### src/rtl/seven_seg_refresh_ctrl.sv
// ============================================================================
// Module   : seven_seg_refresh_ctrl
// Brief    : Time-shares one external hex-to-segment decoder across NUM_DIGITS
//            displays. Optional macro: SEVEN_SEG_LEADING_ZERO_BLANK_EN.
// Revision : 1.0 - initial release
// ============================================================================
`default_nettype none

module seven_seg_refresh_ctrl #(
    parameter int NUM_DIGITS = 6
) (
    input  logic                      CLOCK_50,
    input  logic                      reset,
    input  logic                      upd_req,
    input  logic [4*NUM_DIGITS-1:0]   upd_val,
    output logic                      busy,
    output logic                      done,
    output logic [3:0]                dec_val,
    input  logic [7:0]                dec_seg,
    output logic [8*NUM_DIGITS-1:0]   HEX_ALL
);

    localparam logic [1:0] S_IDLE    = 2'd0;
    localparam logic [1:0] S_DRIVE   = 2'd1;
    localparam logic [1:0] S_CAPTURE = 2'd2;
    localparam logic [1:0] S_DONE    = 2'd3;

    localparam logic [2:0] LAST_IDX  = 3'(NUM_DIGITS - 1);

    logic [1:0]                state_q,  state_d;
    logic [2:0]                idx_q,    idx_d;
    logic [4*NUM_DIGITS-1:0]   shadow_q, shadow_d;
    logic [8*NUM_DIGITS-1:0]   hex_q,    hex_d;

    logic [3:0]                cur_nib;
    logic [7:0]                cap_seg;

    always_comb begin
        cur_nib = 4'h0;
        for (int i = 0; i < NUM_DIGITS; i++) begin
            if (idx_q == 3'(i)) cur_nib = shadow_q[4*i +: 4];
        end
    end

`ifdef SEVEN_SEG_LEADING_ZERO_BLANK_EN
    logic lead_zero;

    // Digit 0 is never blanked so a zero value still shows a single "0".
    always_comb begin
        lead_zero = 1'b0;
        for (int i = 1; i < NUM_DIGITS; i++) begin
            if (idx_q == 3'(i) && (shadow_q >> (4*i)) == '0) lead_zero = 1'b1;
        end
    end

    assign cap_seg = lead_zero ? 8'hFF : dec_seg;
`else
    assign cap_seg = dec_seg;
`endif

    always_ff @(posedge CLOCK_50 or posedge reset) begin
        if (reset) begin
            state_q  <= S_IDLE;
            idx_q    <= 3'd0;
            shadow_q <= '0;
            hex_q    <= '1;
        end else begin
            state_q  <= state_d;
            idx_q    <= idx_d;
            shadow_q <= shadow_d;
            hex_q    <= hex_d;
        end
    end

    always_comb begin
        state_d  = state_q;
        idx_d    = idx_q;
        shadow_d = shadow_q;
        hex_d    = hex_q;
        case (state_q)
            S_IDLE: begin
                if (upd_req) begin
                    shadow_d = upd_val;
                    idx_d    = 3'd0;
                    state_d  = S_DRIVE;
                end
            end
            S_DRIVE: state_d = S_CAPTURE;
            S_CAPTURE: begin
                for (int i = 0; i < NUM_DIGITS; i++) begin
                    if (idx_q == 3'(i)) hex_d[8*i +: 8] = cap_seg;
                end
                if (idx_q == LAST_IDX) begin
                    state_d = S_DONE;
                end else begin
                    idx_d   = idx_q + 3'd1;
                    state_d = S_DRIVE;
                end
            end
            S_DONE:  state_d = S_IDLE;
            default: state_d = S_IDLE;
        endcase
    end

    always_comb begin
        busy    = (state_q != S_IDLE);
        done    = (state_q == S_DONE);
        dec_val = 4'h0;
        if (state_q == S_DRIVE || state_q == S_CAPTURE) dec_val = cur_nib;
    end

    assign HEX_ALL = hex_q;

endmodule

`default_nettype wire

### config.mk
export PLATFORM = sky130hd
export DESIGN_NAME = seven_seg_refresh_ctrl
export DESIGN_NICKNAME = d
export VERILOG_FILES = /design/src/rtl/seven_seg_refresh_ctrl.sv
export SDC_FILE = /design/constraint.sdc
export NUM_CORES = 1
export LEC_CHECK = 0
export ABC_AREA = 1
export CAP_MARGIN = 40
export CORE_AREA = 2 2 127 92
export CTS_CLUSTER_SIZE = 40
export DETAILED_ROUTE_END_ITERATION = 8
export DIE_AREA = 0 0 129 94
export GPL_TIMING_DRIVEN = 0
export REMOVE_ABC_BUFFERS = 1
export SLEW_MARGIN = 30
export SYNTH_ARGS = -nofsm -noshare
export SYNTH_HDL_FRONTEND = slang
export SYNTH_SLANG_ARGS = --single-unit
### constraint.sdc
create_clock -name CLOCK_50 -period 2.23 [get_ports CLOCK_50]
set_input_delay 0.223 -clock CLOCK_50 [delete_from_list [all_inputs] [get_ports CLOCK_50]]
set_output_delay 0.223 -clock CLOCK_50 [all_outputs]
set_load 0.01 [all_outputs]
Word level (Yosys, flattened, before mapping) --
Cells that the tools add are included.
Cells by class: muxes and demuxes 13, $add $sub $neg 1, equality and inequality tests 10, reduce and logical (&&, ||, !) cells 13
Operator list (number):
- $mux W4 | 7
- $reduce_and A2 Y1 | 7
- $pmux W2 S4 | 1
- $eq A3 B2 Y1 const B | 2
- $eq A3 B3 Y1 const B | 2
- $mux W3 | 2
- $pmux W3 S2 | 1
- $eq A2 B2 Y1 const B | 2
- $mux W2 | 2
- $ne A2 B2 Y1 const B | 2
- $reduce_bool A2 Y1 | 2
- $add A3 B1 Y3 const B | 1
- $eq A3 B1 Y1 const B | 1
- $logic_not A3 Y1 | 1
- $reduce_and A3 Y1 | 1
- $eq A2 B1 Y1 const B | 1
- $logic_not A2 Y1 | 1
- $logic_or A1 B1 Y1 | 1
Storage, ports and cells: logic and storage cells 46, register bits 77, output and inout bits 54, input bits 35

Logic depth before layout (Yosys ltp) --
depth after elaboration 8, mapped depth 11, mapped depth without buffers 11

Least setup slack after synthesis --
Ideal clock, no wire load.
path kind flip-flop to output port, from reg idx_q[0], to out dec_val[0], data required time 2.007 ns, data arrival time 1.362 ns, path buffers 0, path slack 0.645 ns, stages on the path, launching flop included 11, cell sequence dfrtp_1 -> inv_1 -> ha_1 -> inv_1 -> nor2_1 -> nand2_1 -> nand3_1 -> nand2_1 -> nand2_1 -> nand2_1 -> a21oi_1
On the way: longest elaborated chain between the ends 8, elaborated cells between the ends (all ways) 13, classes of those cells eq/ne (5); mux (7); reduce/logical (1)
RTL lines:
- start: declaration | line 31 | logic [2:0] idx_q, idx_d;
- start signal: assignment | line 69 | idx_q <= idx_d;
- $logic_not A3 Y1 | line 41 | if (idx_q == 3'(i)) cur_nib = shadow_q[4*i +: 4];
- $mux W4 (5 in a row) | line 41
- $mux W4 * | line 41
- $mux W4 * | line 109 | if (state_q == S_DRIVE || state_q == S_CAPTURE) dec_val = cur_nib;
- end: declaration | line 18 | output logic [3:0] dec_val,
Every way passes the cells marked *; elsewhere a longest branch is shown, timed or not.

Final worst setup path --
from reg idx_q[0], to out dec_val[3]
The elaborated chain is that of the path after synthesis.

==> impl_metrics.tcl <==
set metrics [dict create \
    hold_path.class "input pin to register" \
    setup_tns_ns 0 \
    io_pins 89 \
    vdd_drop_max_v 0.000441 \
    antenna_cells 0 \
    vias 2575 \
    grt_pass1_vias 2510 \
    grt_overflow 0 \
    power_frac_clock 0.223 \
    initial_utilization 0.304 \
    setup_violations 0 \
    cts-root-buf "clkbuf_16" \
    whs_ns 0.475 \
    syn_area_um2 3300 \
    yosys_register_bits 77 \
    grt_pass1_wl_um 13100 \
    fin_ws_ns 0.131 \
    ant_nets 0 \
    dieArea_um2 12100 \
    htree_levels 3 \
    crit_type "register to output pin" \
    syn_inst 346 \
    wl_per_cell_um 13.8 \
    insertion_delay_ns 0.33 \
    final_common_cell "clkdlybuf4s50_1" \
    layout-drive-gt1-share 0.225 \
    period_needed_ns 2.10 \
    stdcell_area_um2 4750 \
    antenna_found_initial 0 \
    rows 32 \
    cp_max_fo 5 \
    slew_viol_final 0 \
    drtPass1Iterations 4 \
    numCtsBuffers 9 \
    clkTransAtPathRegs_ns 0.06 \
    cp.required_ns 2.01 \
    finalNetCount 484 \
    die_h_um 94 \
    clock-sinks 77 \
    vias_per_cell 4.31 \
    portBuffers 88 \
    placed_area_um2 4350 \
    hold_viol_final 0 \
    power_frac_comb 0.389 \
    avgSynthCellArea_um2 9.53 \
    drc 0 \
    dp_slack_ns -0.113 \
    yosysSeqAreaShare 0.603 \
    cts_hold_buf 0 \
    cts_tree "yes" \
    worstMarginPinSlew_ns 0.685 \
    core_area_um2 10900 \
    synthDistinctLibCells 15 \
    power_leakage_nw 2.19 \
    ys_warn_count 0 \
    clock.fmax_mhz 476 \
    die_w_um 129 \
    worstPathArrival_ns 1.88 \
    p_sw_mw 2.15 \
    dp_hpwl_um 5860 \
    grt_usage 0.142 \
    drt_wl_total_um 8260 \
    swShare 0.319 \
    p_int_mw 4.59 \
    area_growth_pct 44.2 \
    pwr_density_cell_nw_per_um2 1420 \
    place_congestion 0.739 \
    max-slew-margin-rel 0.541 \
    start_kind "register" \
    fin_crit_sh 0.941 \
    grt_max_degree 48 \
    clk_path_buf_depth 2 \
    status "complete, no violations" \
    clock_skew_ns 0.00350 \
    drt_iter0_markers 159 \
    seqPwrFrac 0.387 \
    max-cap-violations 0 \
    critical_path.endpoint_type "output pin" \
    final_cell_mix "84 x clkdlybuf4s50_1, 83 x nand2_1, 61 x o21ai_0" \
]
[layout make-up]
cell class	instances	area, um^2
Sequential cell	77	1990
Clock inverter	3	41.3
Inverter	40	153
Clock buffer	13	272
Tap cell	153	191
Fill cell	1071	6100
Multi-Input combinational cell	218	1170
Timing Repair Buffer	94	938
[power groups by stage]
stage	Clock [mW]	Combinational (mW)	Sequential, mW
floorplan	0	1.13	2.76
global placement	0	2.53	2.62
detailed placement	0	2.59	2.63
CTS	1.56	2.62	2.62
global route	1.61	2.93	2.69
finish	1.50	2.62	2.61
[final timing paths]
path,start,endpoint,slack (ns),depth (start not counted)
max,idx_q[0],dec_val[3],0.13,11
min,upd_val[8],shadow_q[8],0.48,3
max reg2reg,state_q[0],HEX_ALL[15],0.32,4
min reg2reg,HEX_ALL[25],HEX_ALL[25],0.49,2
max in group asynchronous,reset,HEX_ALL[27],1.36,3
min in group asynchronous,reset,HEX_ALL[20],0.54,2
[registers in the layout, indices dropped and copies added (netlist names)]
| register | count |
|---|---|
| HEX_ALL | 48 |
| shadow_q | 24 |
| idx_q | 3 |
| state_q | 2 |
[stage by stage]
| step | total power [mW] | cells | util |
|---|---|---|---|
| 2_1_floorplan | 3.89 | 335 | - |
| 3_3_place_gp | 5.15 | 576 | 0.398 |
| 3_5_place_dp | 5.23 | 577 | 0.401 |
| 4_1_cts | 6.80 | 596 | 0.435 |
| 5_1_grt | 7.23 | 598 | 0.438 |
| 6_report | 6.74 | 598 | 0.438 |
[cell families after synthesis]
group | after synthesis | share of synthesized area
buffers and inverters | 51 | 0.0607
AOI/OAI and AO/OA | 78 | 0.119
muxes | 12 | 0.0410
DFF | 77 | 0.603
adders and majority gates | 9 | 0.0342
and+or+nand+nor | 119 | 0.142
[Yosys cell counts]
cell type   n  area [um^2]
a21oi_1    16         80.1
nand3_1    14         70.1
dfstp_2    48         1260
nor2_2      1         6.26
ha_1        9          113
or2_2       1         6.26
clkbuf_1    4         15.0
buf_2       7         35.0
mux2_2     12          135
nand2_1    84          315
o21ai_0    61          305
dfrtp_1    29          726
o22ai_1     1         6.26
nor2_1     19         71.3
inv_1      40          150
[routing by layer]
layer / part of all wire / track usage / vias to the layer above
met2: 0.43 / 0.201 / 59
li1: - / - / 1294
met5: 0 / 0 / -
met1: 0.51 / 0.209 / 1213
met3: 0.048 / 0.0421 / 9
met4: 0.012 / 0.0435 / 0
[critical path: stages (launching register included)]
cell	delay, ns
dfrtp_1	0.40
inv_2	0.14
ha_4	0.17
inv_1	0.06
nor2_4	0.15
nand2_1	0.07
nand3_1	0.08
nand2_1	0.07
nand2_1	0.07
nand2_1	0.05
a21oi_1	0.13
buf_2	0.15
[what timing repair did]
item	4_1_cts	5_1_grt
pin swaps	1	2
setup endpoints to repair	4	8
gates resized for setup	19	12
cloned	0	0
setup buffers	3	2
(Power assumes the default switching activity.)
==> patch 1, RTL diff (same settings) <==
`NUM_DIGITS`: 6 -> 8.
--- a/src/rtl/seven_seg_refresh_ctrl.sv
+++ b/src/rtl/seven_seg_refresh_ctrl.sv
@@ -9,3 +9,3 @@
 module seven_seg_refresh_ctrl #(
-    parameter int NUM_DIGITS = 6
+    parameter int NUM_DIGITS = 8
 ) (
Ports: changed (resized HEX_ALL and upd_val); port bits go from 89 to 113. No check against the original RTL was run, so the function may have changed too.
==> patch 1 against the unedited design <==
- sequential cell count grew 24
- power grew 27%
- final area grew 27%
- clock power up 5%
- area after synthesis is 31% higher
- setup slack got worse by 130 ps
- wire length up 26%
- first-iteration DRC count down 15%
- hold slack worse by 240 ps
- critical path type unchanged
- highest routed layer unchanged
==> patch 1: results <==
[status]
status = "completed"

[placement]
dpl_worst_slack_ps = -288
portBuffers = 112
dpl_cell_area_um2 = 5600
place_hpwl_um = 7410
gp_congestion = 0.765

[cts]
cts_resized = 33
post_cts.repair.setup_buffers = 6

[global_route]
grt_use_met1 = 0.259
grt_use_total = 0.181
grt_first_pass_wirelength_um = 16800
use_met2 = 0.270
grt_pass1_vias = 3311
use_met3 = 0.0467

[synth]
synth_commonest_cells = "121 x nand2_1, 72 x o21ai_0, 64 x dfstp_2"
avgSynthCellArea_um2 = 10.1
yosys-top-cells-area = "dfstp_2 39%, dfrtp_1 21%, nand2_1 10%, o21ai_0 8.3%, mux2_2 8.3%"
muxShareOfSynthArea = 0.0832
synth_cell_types = 20
synth_compound_area_frac = 0.0934
synth_adder_area_share = 0.0289

[timing]
finClkSkew_ps = 7.33
worst_pin_slew_ps = 785
holdWs_ps = 232

[worst_setup_path]
rrSetupSlack_ps = 360
critPathMaxFanout = 6
arrival_ps = 2000
r2r-end = "HEX_ALL[10]$_DFFE_PP1P_"

[drt]
routed_via_density = 4.62
wl_met1_um = 5150
drt_iter0_drc = 135
wl_um = 10400
wl_per_cell_um = 14.7
met2WireLength_um = 4710
wl_met3_um = 474

[finish]
largest_reg_flops = 64
layout.nets = 599
num-fill-cells = 995

[min_path]
hp-class = "primary input to async pin"

[pwr]
swShare = 0.336
-- patch 1: cell types whose count changed after synthesis, moves of 3 or more --
cell and delta:
dfrtp_1 +8, buf_6 +3, mux2_2 +20, nand2_1 +37, dfstp_2 +16, or2_1 +3
nand3_1 -4, nand2_2 +3, o21ai_0 +11, inv_1 -6, inv_2 +3, a21oi_1 -11
-- patch 1: power groups by stage --
stage          sequential, uW  combinational (uW)  clock [uW]
6_report                 3410                3550        1580
5_1_grt                  3530                3910        1710
4_1_cts                  3420                3420        1650
3_5_place_dp             3430                3340           0
3_3_place_gp             3400                3250           0
2_1_floorplan            3580                1490           0
-- patch 1: final cells by class --
type | count | area [um2] | area share
tap | 153 | 191 | 0.0316
inverter | 37 | 146 | 0.0242
sequential | 101 | 2610 | 0.431
clock buffer | 10 | 250 | 0.0413
clock inverter | 6 | 55.1 | 0.00909
multi-input combinational | 277 | 1620 | 0.268
timing repair buffer | 120 | 1180 | 0.195
==> patch 2, RTL diff (same flow settings) <==
Made on the original files. Put one more register stage on the output `HEX_ALL`. The value now appears one clock later. The other outputs are not delayed to match.
--- a/src/rtl/seven_seg_refresh_ctrl.sv
+++ b/src/rtl/seven_seg_refresh_ctrl.sv
@@ -111,3 +111,5 @@
 
-    assign HEX_ALL = hex_q;
+    always_ff @(posedge CLOCK_50) begin
+        HEX_ALL <= hex_q;
+    end
 
Function: changed (Yosys sat finds a counterexample within 4 cycles, from zero or initial values and one cycle with reset high).
==> patch 2 against the unedited design <==
- wire length grew 8.4%
- area after synthesis rose by 31%
- power is 45% higher
- cell count increased by 11%
- non-clock buffer count shrank 3
- combinational power up 7.6%
- global-route usage increased by 1.8 points
- final area rose by 27%
- sequential cell count is 48 higher
- first-iteration DRC count down 2.5%
- setup slack worse by 37 ps
- clock skew rose by 6.3 ps
- utilization rose by 12 points
- sequential power increased by 52%
- critical path type unchanged
- largest cell class unchanged
- highest routed layer unchanged
==> patch 2: results <==
[status]
status = "completed"

[pwr]
leakage_uw = 0.00279
vdd_ir_drop_max_mv = 0.760

[global_route]
grt_use_total = 0.160
use_met2 = 0.225
grt_use_met1 = 0.231
grt_max_degree = 43

[timing]
max_freq_ghz = 0.468

[finish]
multi_input_cells = 217
nonClockInverterCount = 48
stdcell_count = 666
drive_gt1_frac = 0.236

[cts]
post_cts.repair.setup_buffers = 1
cts_htree_levels = 4
cts_buffers = 17
clk_latency_ps = 400
cts_resized = 25

[synth]
synthCells = 401
synth_cell_types = 20
async_reset_ff_frac = 0.616

[worst_setup_path]
rrSetupSlack_ps = 340

[drt]
met2WireLength_um = 3900
via_count = 2923
drt_iter0_drc = 155

[placement]
place_inst = 632
[patch 2: changes by cell type in the layout (fill, tap and decap cells not counted), moves of 5 or more]
cell and delta:
inv_1 +6, dfxtp_1 +48, nand2_2 +5, clkbuf_16 +8
nand2_1 -9, nand3_1 -5
[patch 2: critical path: stages, from the launching register on]
cell     delay [ps]
dfrtp_1         420
inv_2           100
ha_2            190
inv_1            70
nor2_4          120
nand2_1          70
nand2_1          60
nand3_1          80
nand2_1         100
nand2_1          70
a21oi_2         120
buf_2           140
[patch 2: power breakdown]
group,internal [uW],switching (uW)
sequential,3570,417
clock,1980,990
combinational,1390,1440
total,6930,2840
[patch 2: cells by family (layout without fill, tap and decap cells)]
kind of cell    Yosys count  after routing  synth area share
buf+inv                  59            171            0.0604
flops                   125            125             0.685
compound gates           88             88             0.103
simple gates            112            112             0.105
fa+ha+maj                 9              9            0.0262
mux                       8              8            0.0209
